==> src/rtl/fwd_hazard_ctrl_if.sv <==
`default_nettype none
// ============================================================================
// Module   : fwd_hazard_ctrl_if
// Brief    : Decode-side fields into, and EX-stage control out of, the
//            forwarding / hazard controller.
// Revision : 1.0  initial release
// ============================================================================
interface fwd_hazard_ctrl_if #(
    parameter int REG_ADDR_W = 5,
    parameter int PERF_W     = 16
);
    logic                  valid_d;
    logic [REG_ADDR_W-1:0] rs1_d;
    logic [REG_ADDR_W-1:0] rs2_d;
    logic                  use_rs1_d;
    logic                  use_rs2_d;
    logic [REG_ADDR_W-1:0] rd_d;
    logic                  regwrite_d;
    logic                  memread_d;
    logic                  pc_src_e;

    logic [1:0]            fwd_a_e;
    logic [1:0]            fwd_b_e;
    logic                  stall_f;
    logic                  stall_d;
    logic                  flush_d;
    logic                  flush_e;
    logic [PERF_W-1:0]     stall_cnt;
    logic [PERF_W-1:0]     flush_cnt;

    // Pipeline side: supplies decode fields and the EX branch decision
    modport master (
        output valid_d, rs1_d, rs2_d, use_rs1_d, use_rs2_d,
               rd_d, regwrite_d, memread_d, pc_src_e,
        input  fwd_a_e, fwd_b_e, stall_f, stall_d, flush_d, flush_e,
               stall_cnt, flush_cnt
    );

    // Controller side
    modport slave (
        input  valid_d, rs1_d, rs2_d, use_rs1_d, use_rs2_d,
               rd_d, regwrite_d, memread_d, pc_src_e,
        output fwd_a_e, fwd_b_e, stall_f, stall_d, flush_d, flush_e,
               stall_cnt, flush_cnt
    );
endinterface
`default_nettype wire

==> src/rtl/fwd_hazard_ctrl.sv <==
`default_nettype none
// ============================================================================
// Module   : fwd_hazard_ctrl
// Brief    : EX-stage operand forwarding selects, load-use stall and branch
//            flush generation, driven from a shadow copy of the EX/MEM/WB
//            register-write metadata.
// Revision : 1.0  initial release
// ============================================================================
module fwd_hazard_ctrl #(
    parameter int REG_ADDR_W = 5,
    parameter int PERF_W     = 16
) (
    input  wire logic          clk,
    input  wire logic          rst_n,
    fwd_hazard_ctrl_if.slave   bus
);

    localparam logic [1:0]        c_SEL_RF  = 2'b00;
    localparam logic [1:0]        c_SEL_WB  = 2'b01;
    localparam logic [1:0]        c_SEL_MEM = 2'b10;
    localparam logic [PERF_W-1:0] c_CNT_ONE = {{(PERF_W-1){1'b0}}, 1'b1};
    localparam logic [PERF_W-1:0] c_CNT_MAX = {PERF_W{1'b1}};

    // Shadow stage metadata
    logic                  r_e_v, r_e_rw, r_e_mr;
    logic [REG_ADDR_W-1:0] r_e_rd;
    logic                  r_m_v, r_m_rw;
    logic [REG_ADDR_W-1:0] r_m_rd;
    logic                  r_w_v, r_w_rw;
    logic [REG_ADDR_W-1:0] r_w_rd;

    logic [1:0]            r_fwd_a, r_fwd_b;
    logic [PERF_W-1:0]     r_stall_cnt, r_flush_cnt;

    logic                  w_lu;
    logic                  w_branch;
    logic                  w_stall_f, w_stall_d, w_flush_d, w_flush_e;
    logic                  w_advance;
    logic [1:0]            w_sel_a, w_sel_b;

    // Load-use detect and branch/stall priority; everything held low in reset
    always_comb begin
        w_lu      = 1'b0;
        w_branch  = 1'b0;
        w_stall_f = 1'b0;
        w_stall_d = 1'b0;
        w_flush_d = 1'b0;
        w_flush_e = 1'b0;
        if (rst_n) begin
            w_lu = bus.valid_d & r_e_v & r_e_mr & (r_e_rd != '0) &
                   ((bus.use_rs1_d & (bus.rs1_d == r_e_rd)) |
                    (bus.use_rs2_d & (bus.rs2_d == r_e_rd)));
            w_branch = bus.pc_src_e;
            if (w_branch) begin
                w_flush_d = 1'b1;
                w_flush_e = 1'b1;
            end else if (w_lu) begin
                w_stall_f = 1'b1;
                w_stall_d = 1'b1;
                w_flush_e = 1'b1;
            end
        end
    end

    // The decode instruction moves into EX only when EX is not being cleared
    assign w_advance = ~w_flush_e;

    // Select for each operand: newest producer first, x0 never forwards
    always_comb begin
        w_sel_a = c_SEL_RF;
        w_sel_b = c_SEL_RF;
        if (bus.use_rs1_d & r_e_v & r_e_rw & (r_e_rd != '0) & (r_e_rd == bus.rs1_d))
            w_sel_a = c_SEL_MEM;
        else if (bus.use_rs1_d & r_m_v & r_m_rw & (r_m_rd != '0) & (r_m_rd == bus.rs1_d))
            w_sel_a = c_SEL_WB;
        if (bus.use_rs2_d & r_e_v & r_e_rw & (r_e_rd != '0) & (r_e_rd == bus.rs2_d))
            w_sel_b = c_SEL_MEM;
        else if (bus.use_rs2_d & r_m_v & r_m_rw & (r_m_rd != '0) & (r_m_rd == bus.rs2_d))
            w_sel_b = c_SEL_WB;
    end

    // Shadow pipeline advance and registered forward selects
    always_ff @(posedge clk or negedge rst_n) begin
        if (!rst_n) begin
            r_e_v   <= 1'b0;
            r_e_rw  <= 1'b0;
            r_e_mr  <= 1'b0;
            r_e_rd  <= '0;
            r_m_v   <= 1'b0;
            r_m_rw  <= 1'b0;
            r_m_rd  <= '0;
            r_w_v   <= 1'b0;
            r_w_rw  <= 1'b0;
            r_w_rd  <= '0;
            r_fwd_a <= c_SEL_RF;
            r_fwd_b <= c_SEL_RF;
        end else begin
            r_m_v  <= r_e_v;
            r_m_rw <= r_e_rw;
            r_m_rd <= r_e_rd;
            r_w_v  <= r_m_v;
            r_w_rw <= r_m_rw;
            r_w_rd <= r_m_rd;
            if (w_advance) begin
                r_e_v   <= bus.valid_d;
                r_e_rw  <= bus.regwrite_d;
                r_e_mr  <= bus.memread_d;
                r_e_rd  <= bus.rd_d;
                r_fwd_a <= w_sel_a;
                r_fwd_b <= w_sel_b;
            end else begin
                // Bubble: keep the index, kill every qualifier
                r_e_v   <= 1'b0;
                r_e_rw  <= 1'b0;
                r_e_mr  <= 1'b0;
                r_fwd_a <= c_SEL_RF;
                r_fwd_b <= c_SEL_RF;
            end
        end
    end

    // Saturating stall / flush event counters
    always_ff @(posedge clk or negedge rst_n) begin
        if (!rst_n) begin
            r_stall_cnt <= '0;
            r_flush_cnt <= '0;
        end else begin
            if (w_lu && !w_branch && (r_stall_cnt != c_CNT_MAX))
                r_stall_cnt <= r_stall_cnt + c_CNT_ONE;
            if (w_branch && (r_flush_cnt != c_CNT_MAX))
                r_flush_cnt <= r_flush_cnt + c_CNT_ONE;
        end
    end

    assign bus.fwd_a_e   = r_fwd_a;
    assign bus.fwd_b_e   = r_fwd_b;
    assign bus.stall_f   = w_stall_f;
    assign bus.stall_d   = w_stall_d;
    assign bus.flush_d   = w_flush_d;
    assign bus.flush_e   = w_flush_e;
    assign bus.stall_cnt = r_stall_cnt;
    assign bus.flush_cnt = r_flush_cnt;

endmodule
`default_nettype wire

==> src/flat_wrapper.sv <==
// flat-port wrapper written by rule: the top's interface ports become plain ports
module fwd_hazard_ctrl_flat 
#(
    parameter int REG_ADDR_W = 5,
    parameter int PERF_W     = 16
)
  (clk, rst_n, bus_valid_d, bus_rs1_d, bus_rs2_d, bus_use_rs1_d, bus_use_rs2_d, bus_rd_d, bus_regwrite_d, bus_memread_d, bus_pc_src_e, bus_fwd_a_e, bus_fwd_b_e, bus_stall_f, bus_stall_d, bus_flush_d, bus_flush_e, bus_stall_cnt, bus_flush_cnt);
  fwd_hazard_ctrl_if #(.REG_ADDR_W(REG_ADDR_W), .PERF_W(PERF_W)) bus_i ();
  input  wire logic clk;
  input  wire logic rst_n;
  input wire logic [$bits(bus_i.valid_d)-1:0] bus_valid_d;
  input wire logic [$bits(bus_i.rs1_d)-1:0] bus_rs1_d;
  input wire logic [$bits(bus_i.rs2_d)-1:0] bus_rs2_d;
  input wire logic [$bits(bus_i.use_rs1_d)-1:0] bus_use_rs1_d;
  input wire logic [$bits(bus_i.use_rs2_d)-1:0] bus_use_rs2_d;
  input wire logic [$bits(bus_i.rd_d)-1:0] bus_rd_d;
  input wire logic [$bits(bus_i.regwrite_d)-1:0] bus_regwrite_d;
  input wire logic [$bits(bus_i.memread_d)-1:0] bus_memread_d;
  input wire logic [$bits(bus_i.pc_src_e)-1:0] bus_pc_src_e;
  output wire logic [$bits(bus_i.fwd_a_e)-1:0] bus_fwd_a_e;
  output wire logic [$bits(bus_i.fwd_b_e)-1:0] bus_fwd_b_e;
  output wire logic [$bits(bus_i.stall_f)-1:0] bus_stall_f;
  output wire logic [$bits(bus_i.stall_d)-1:0] bus_stall_d;
  output wire logic [$bits(bus_i.flush_d)-1:0] bus_flush_d;
  output wire logic [$bits(bus_i.flush_e)-1:0] bus_flush_e;
  output wire logic [$bits(bus_i.stall_cnt)-1:0] bus_stall_cnt;
  output wire logic [$bits(bus_i.flush_cnt)-1:0] bus_flush_cnt;
  assign bus_i.valid_d = bus_valid_d;
  assign bus_i.rs1_d = bus_rs1_d;
  assign bus_i.rs2_d = bus_rs2_d;
  assign bus_i.use_rs1_d = bus_use_rs1_d;
  assign bus_i.use_rs2_d = bus_use_rs2_d;
  assign bus_i.rd_d = bus_rd_d;
  assign bus_i.regwrite_d = bus_regwrite_d;
  assign bus_i.memread_d = bus_memread_d;
  assign bus_i.pc_src_e = bus_pc_src_e;
  assign bus_fwd_a_e = bus_i.fwd_a_e;
  assign bus_fwd_b_e = bus_i.fwd_b_e;
  assign bus_stall_f = bus_i.stall_f;
  assign bus_stall_d = bus_i.stall_d;
  assign bus_flush_d = bus_i.flush_d;
  assign bus_flush_e = bus_i.flush_e;
  assign bus_stall_cnt = bus_i.stall_cnt;
  assign bus_flush_cnt = bus_i.flush_cnt;
  fwd_hazard_ctrl #(.REG_ADDR_W(REG_ADDR_W), .PERF_W(PERF_W)) u_core (.clk(clk), .rst_n(rst_n), .bus(bus_i));
endmodule
==> config.mk <==
export PLATFORM = sky130hd
export DESIGN_NAME = fwd_hazard_ctrl_flat
export DESIGN_NICKNAME = d
export VERILOG_FILES = /design/src/rtl/fwd_hazard_ctrl_if.sv /design/src/rtl/fwd_hazard_ctrl.sv /design/src/flat_wrapper.sv
export SDC_FILE = /design/constraint.sdc
export NUM_CORES = 1
export LEC_CHECK = 0
export ABC_AREA = 1
export CORE_ASPECT_RATIO = 0.9
export CORE_UTILIZATION = 36
export CTS_CLUSTER_DIAMETER = 40
export DETAILED_ROUTE_END_ITERATION = 12
export PLACE_DENSITY = 0.64
export SLEW_MARGIN = 30
export SYNTH_ARGS = -nofsm -noshare
export SYNTH_HDL_FRONTEND = slang
export SYNTH_SLANG_ARGS = --single-unit
==> constraint.sdc <==
create_clock -name clk -period 1.6 [get_ports clk]
set_clock_uncertainty 0.15 [all_clocks]
set_input_delay 0.24 -clock clk [delete_from_list [all_inputs] [get_ports clk]]
set_output_delay 0.24 -clock clk [all_outputs]
set_load 0.01 [all_outputs]
==> out/summary.txt <==
Setup Crit Path Kind = reg2out
Slew headroom = 57.2%
Die Wd = 97.0 microns
Yosys warnings = 0
Slew Viols, Final = 0
CTS tree = yes
Worst Hold Class = in2async
Comb pwr share = 32.0%
M1 WL = 3870 microns
met3 WL = 304 microns
total CTS buffers = 5
Netlist cell types = 27
Via-to-Cell Ratio = 4.66
EDFF count, synth = 0
Final ANT Viol Nets = 0
violated checks = negative setup slack
hpwl dp = 5890 microns
Non-Filler Instances = 640
status = finished, violations left
final net count = 568
WL met2 = 4010 microns
crit end category = primary output
fmax = 0.513 GHz
Mapped Area = 2930 sq um
vias in the first global route = 2947
die height = 87.5 microns
Power Dens Cells = 748 nW/um^2
H-tree depth = 2
# hold bufs at CTS = 0
WP data required = 1210 ps
n_diodes = 0
total grt overflow = 0
fin util = 62.5%
Hold Vio Cnt, Final = 0
Flop pwr share = 42.1%
CTS max path bufs = 2
switching share of power = 30.1%
Worst-path clk slew = 90 ps
WL per Instance = 13.0 microns
slack of the critical path = -351 ps
sw power = 1.08 mW
initial cell density of the core = 38.0%
Slew @ Worst Pin = 641 ps
Power Internal = 2.51 mW
initial antenna violation count = 0
max cap viols = 0
CTS Root Cell = clkbuf_8
Total Routed Length = 8320 microns
post-synthesis sequential area ratio = 43.6%
Syn Inst Count = 386
cell area after layout = 4810 sq um
Worst Path Max Fanout = 6
top routing layer used = met4
Finish-stage setup viols = 41
period utilisation layout = 122%
Area Growth Syn to Fin = 64.5%
Post-DP Area = 4100 sq um
TritonRoute pass-1 iters = 4
port bufs = 62
syn_area_per_cell = 7.58 sq um
leakage = 2.60 nW
Clock Power Share = 26.0%
largest net degree at the start of global routing = 52
Tmin final = 1950 ps
share of cells above drive strength 1 = 34.7%
boundary pin count = 63
Rows = 30
clk sinks = 51
All-Layer GR Usage = 20.3%
via count = 2982
first-pass GRT wire length = 13700 microns
Die ar. = 8490 sq um
Synthesized Nets = 411
gpl congestion = 0.843
Peak VDD IR = 0.000731 V
Core Box Area = 7690 sq um
Initial DRC Count = 65
register bit total from synthesis = 51
CP startpoint kind = flip-flop
RSZ-0062 raised after global routing = yes
total power = 3.60 mW
placed cell count = 597
Critical Path AT = 1560 ps
Post-synth top flop = dfrtp_1
clk_lat worst skew = 300 ps
DRC Markers = 0
fraction of registers with async set/reset = 100%
-- layout by cell type, fill, tap and decap left out, types with 2 or more instances in the layout --
cell type,synthesis,routed
nor3_1,7,5
clkdlybuf4s50_1,0,16
dfrtp_2,0,6
nand2_4,1,5
nand2_2,5,23
buf_4,1,75
buf_6,4,17
nand3_1,22,20
nand4_1,8,8
xor2_1,18,18
nor2_4,2,13
nand2_1,143,120
inv_2,2,5
dfrtp_1,51,45
buf_12,0,2
nand3_2,2,2
inv_1,40,37
nand3_4,1,3
o21ai_2,0,3
clkbuf_8,0,6
dlymetal6s2s_1,0,11
nor2_1,42,27
nor2_2,9,13
xnor2_1,16,15
dlygate4sd2_1,0,29
-- power groups by stage --
stage | clock (mW) | combinational [mW] | sequential, mW
finish | 0.934 | 1.15 | 1.51
detailed placement | 0 | 0.969 | 1.52
CTS | 0.955 | 1.03 | 1.50
global route | 1.01 | 1.26 | 1.53
floorplan | 0 | 0.322 | 1.60
global placement | 0 | 0.961 | 1.52
-- Yosys cell counts (3+ instances only) --
master	number	share of area (%)
buf_6	4	1.5
dfrtp_1	51	44
inv_1	40	5.1
nand2_1	143	18
nand2_2	5	1.1
nand3_1	22	3.8
nand4_1	8	1.7
nor2_1	42	5.4
nor2_2	9	1.9
nor3_1	7	1.2
o21ai_0	3	0.51
xnor2_1	16	4.8
xor2_1	18	5.4
-- layout make-up --
class	count	area, sq um
Fill cell	662	2880
Multi-Input combinational cell	288	1720
Timing Repair Buffer	155	1410
Sequential cell	51	1280
Inverter	42	158
Tap cell	96	120
Clock buffer	6	82.6
Clock inverter	2	35.0
-- cells by family after synthesis --
group	count (synthesis)	synth area share [%]
AO/OA/AOI/OAI	7	1.37
XOR/XNOR	34	10.2
adder cells (fa/ha/maj)	2	0.855
buffers and inverters	47	7.19
flip-flops	51	43.6
AND/OR/NAND/NOR	245	36.8
-- state kept, by name (all words and copies together), names as in the netlist --
| signal | cells |
|---|---|
| u_core.bus.flush_cnt | 16 |
| u_core.bus.stall_cnt | 16 |
| u_core.r_e_rd | 5 |
| u_core.r_m_rd | 5 |
| u_core.bus.fwd_a_e | 2 |
| u_core.bus.fwd_b_e | 2 |
| u_core.r_e_mr | 1 |
| u_core.r_e_rw | 1 |
| u_core.r_e_v | 1 |
| u_core.r_m_rw | 1 |
| u_core.r_m_v | 1 |
-- metal layers --
| layer | track usage, % | up-vias |
|---|---|---|
| met3 | 3.21 | 12 |
| met4 | 5.97 | 0 |
| met1 | 26.4 | 1414 |
| met5 | 0 | - |
| met2 | 35.3 | 59 |
| li1 | - | 1497 |
-- stage by stage --
stage	TNS [ps]	hold WS (ps)	setup WS, ps
finish	-5410	69.4	-351
global route	-9230	134	-415
CTS	-5920	98.2	-365
detailed placement	-17170	221	-805
global placement	-16250	212	-779
floorplan	-859	-206	-154
-- repair_timing --
item                                    CTS  global route
resized for setup                        96            60
cloned                                    2             1
pin swaps                                21            27
buffers inserted                         29             9
endpoints found under the setup margin   79            52
-- worst max-delay path, stage by stage (launching register included) --
cell,delay (ps)
dfrtp_2,470
nand2_1,90
nand2_1,60
nor2_2,150
nand3_2,110
nand2_4,110
nand2_4,80
nand2_8,80
buf_6,100
-- worst paths after layout --
| kind | start | end | slack [ps] | cells past startpoint |
|---|---|---|---|---|
| max | u_core.r_e_rd[4]$_DFFE_PN0N_ | bus_flush_e | -350 | 8 |
| min | rst_n | u_core.bus.flush_cnt[1]$_DFFE_PN0P_ | 70 | 3 |
| max reg2reg | u_core.r_e_rd[4]$_DFFE_PN0N_ | u_core.bus.stall_cnt[12]$_DFFE_PN0P_ | -200 | 9 |
| min reg2reg | u_core.r_e_rw$_DFF_PN0_ | u_core.r_m_rw$_DFF_PN0_ | 240 | 0 |
| max in group asynchronous | rst_n | u_core.r_e_rd[3]$_DFFE_PN0N_ | 770 | 3 |
| min in group clk | u_core.r_e_rw$_DFF_PN0_ | u_core.r_m_rw$_DFF_PN0_ | 240 | 0 |
No activity file was read; power rests on OpenSTA's default activity.
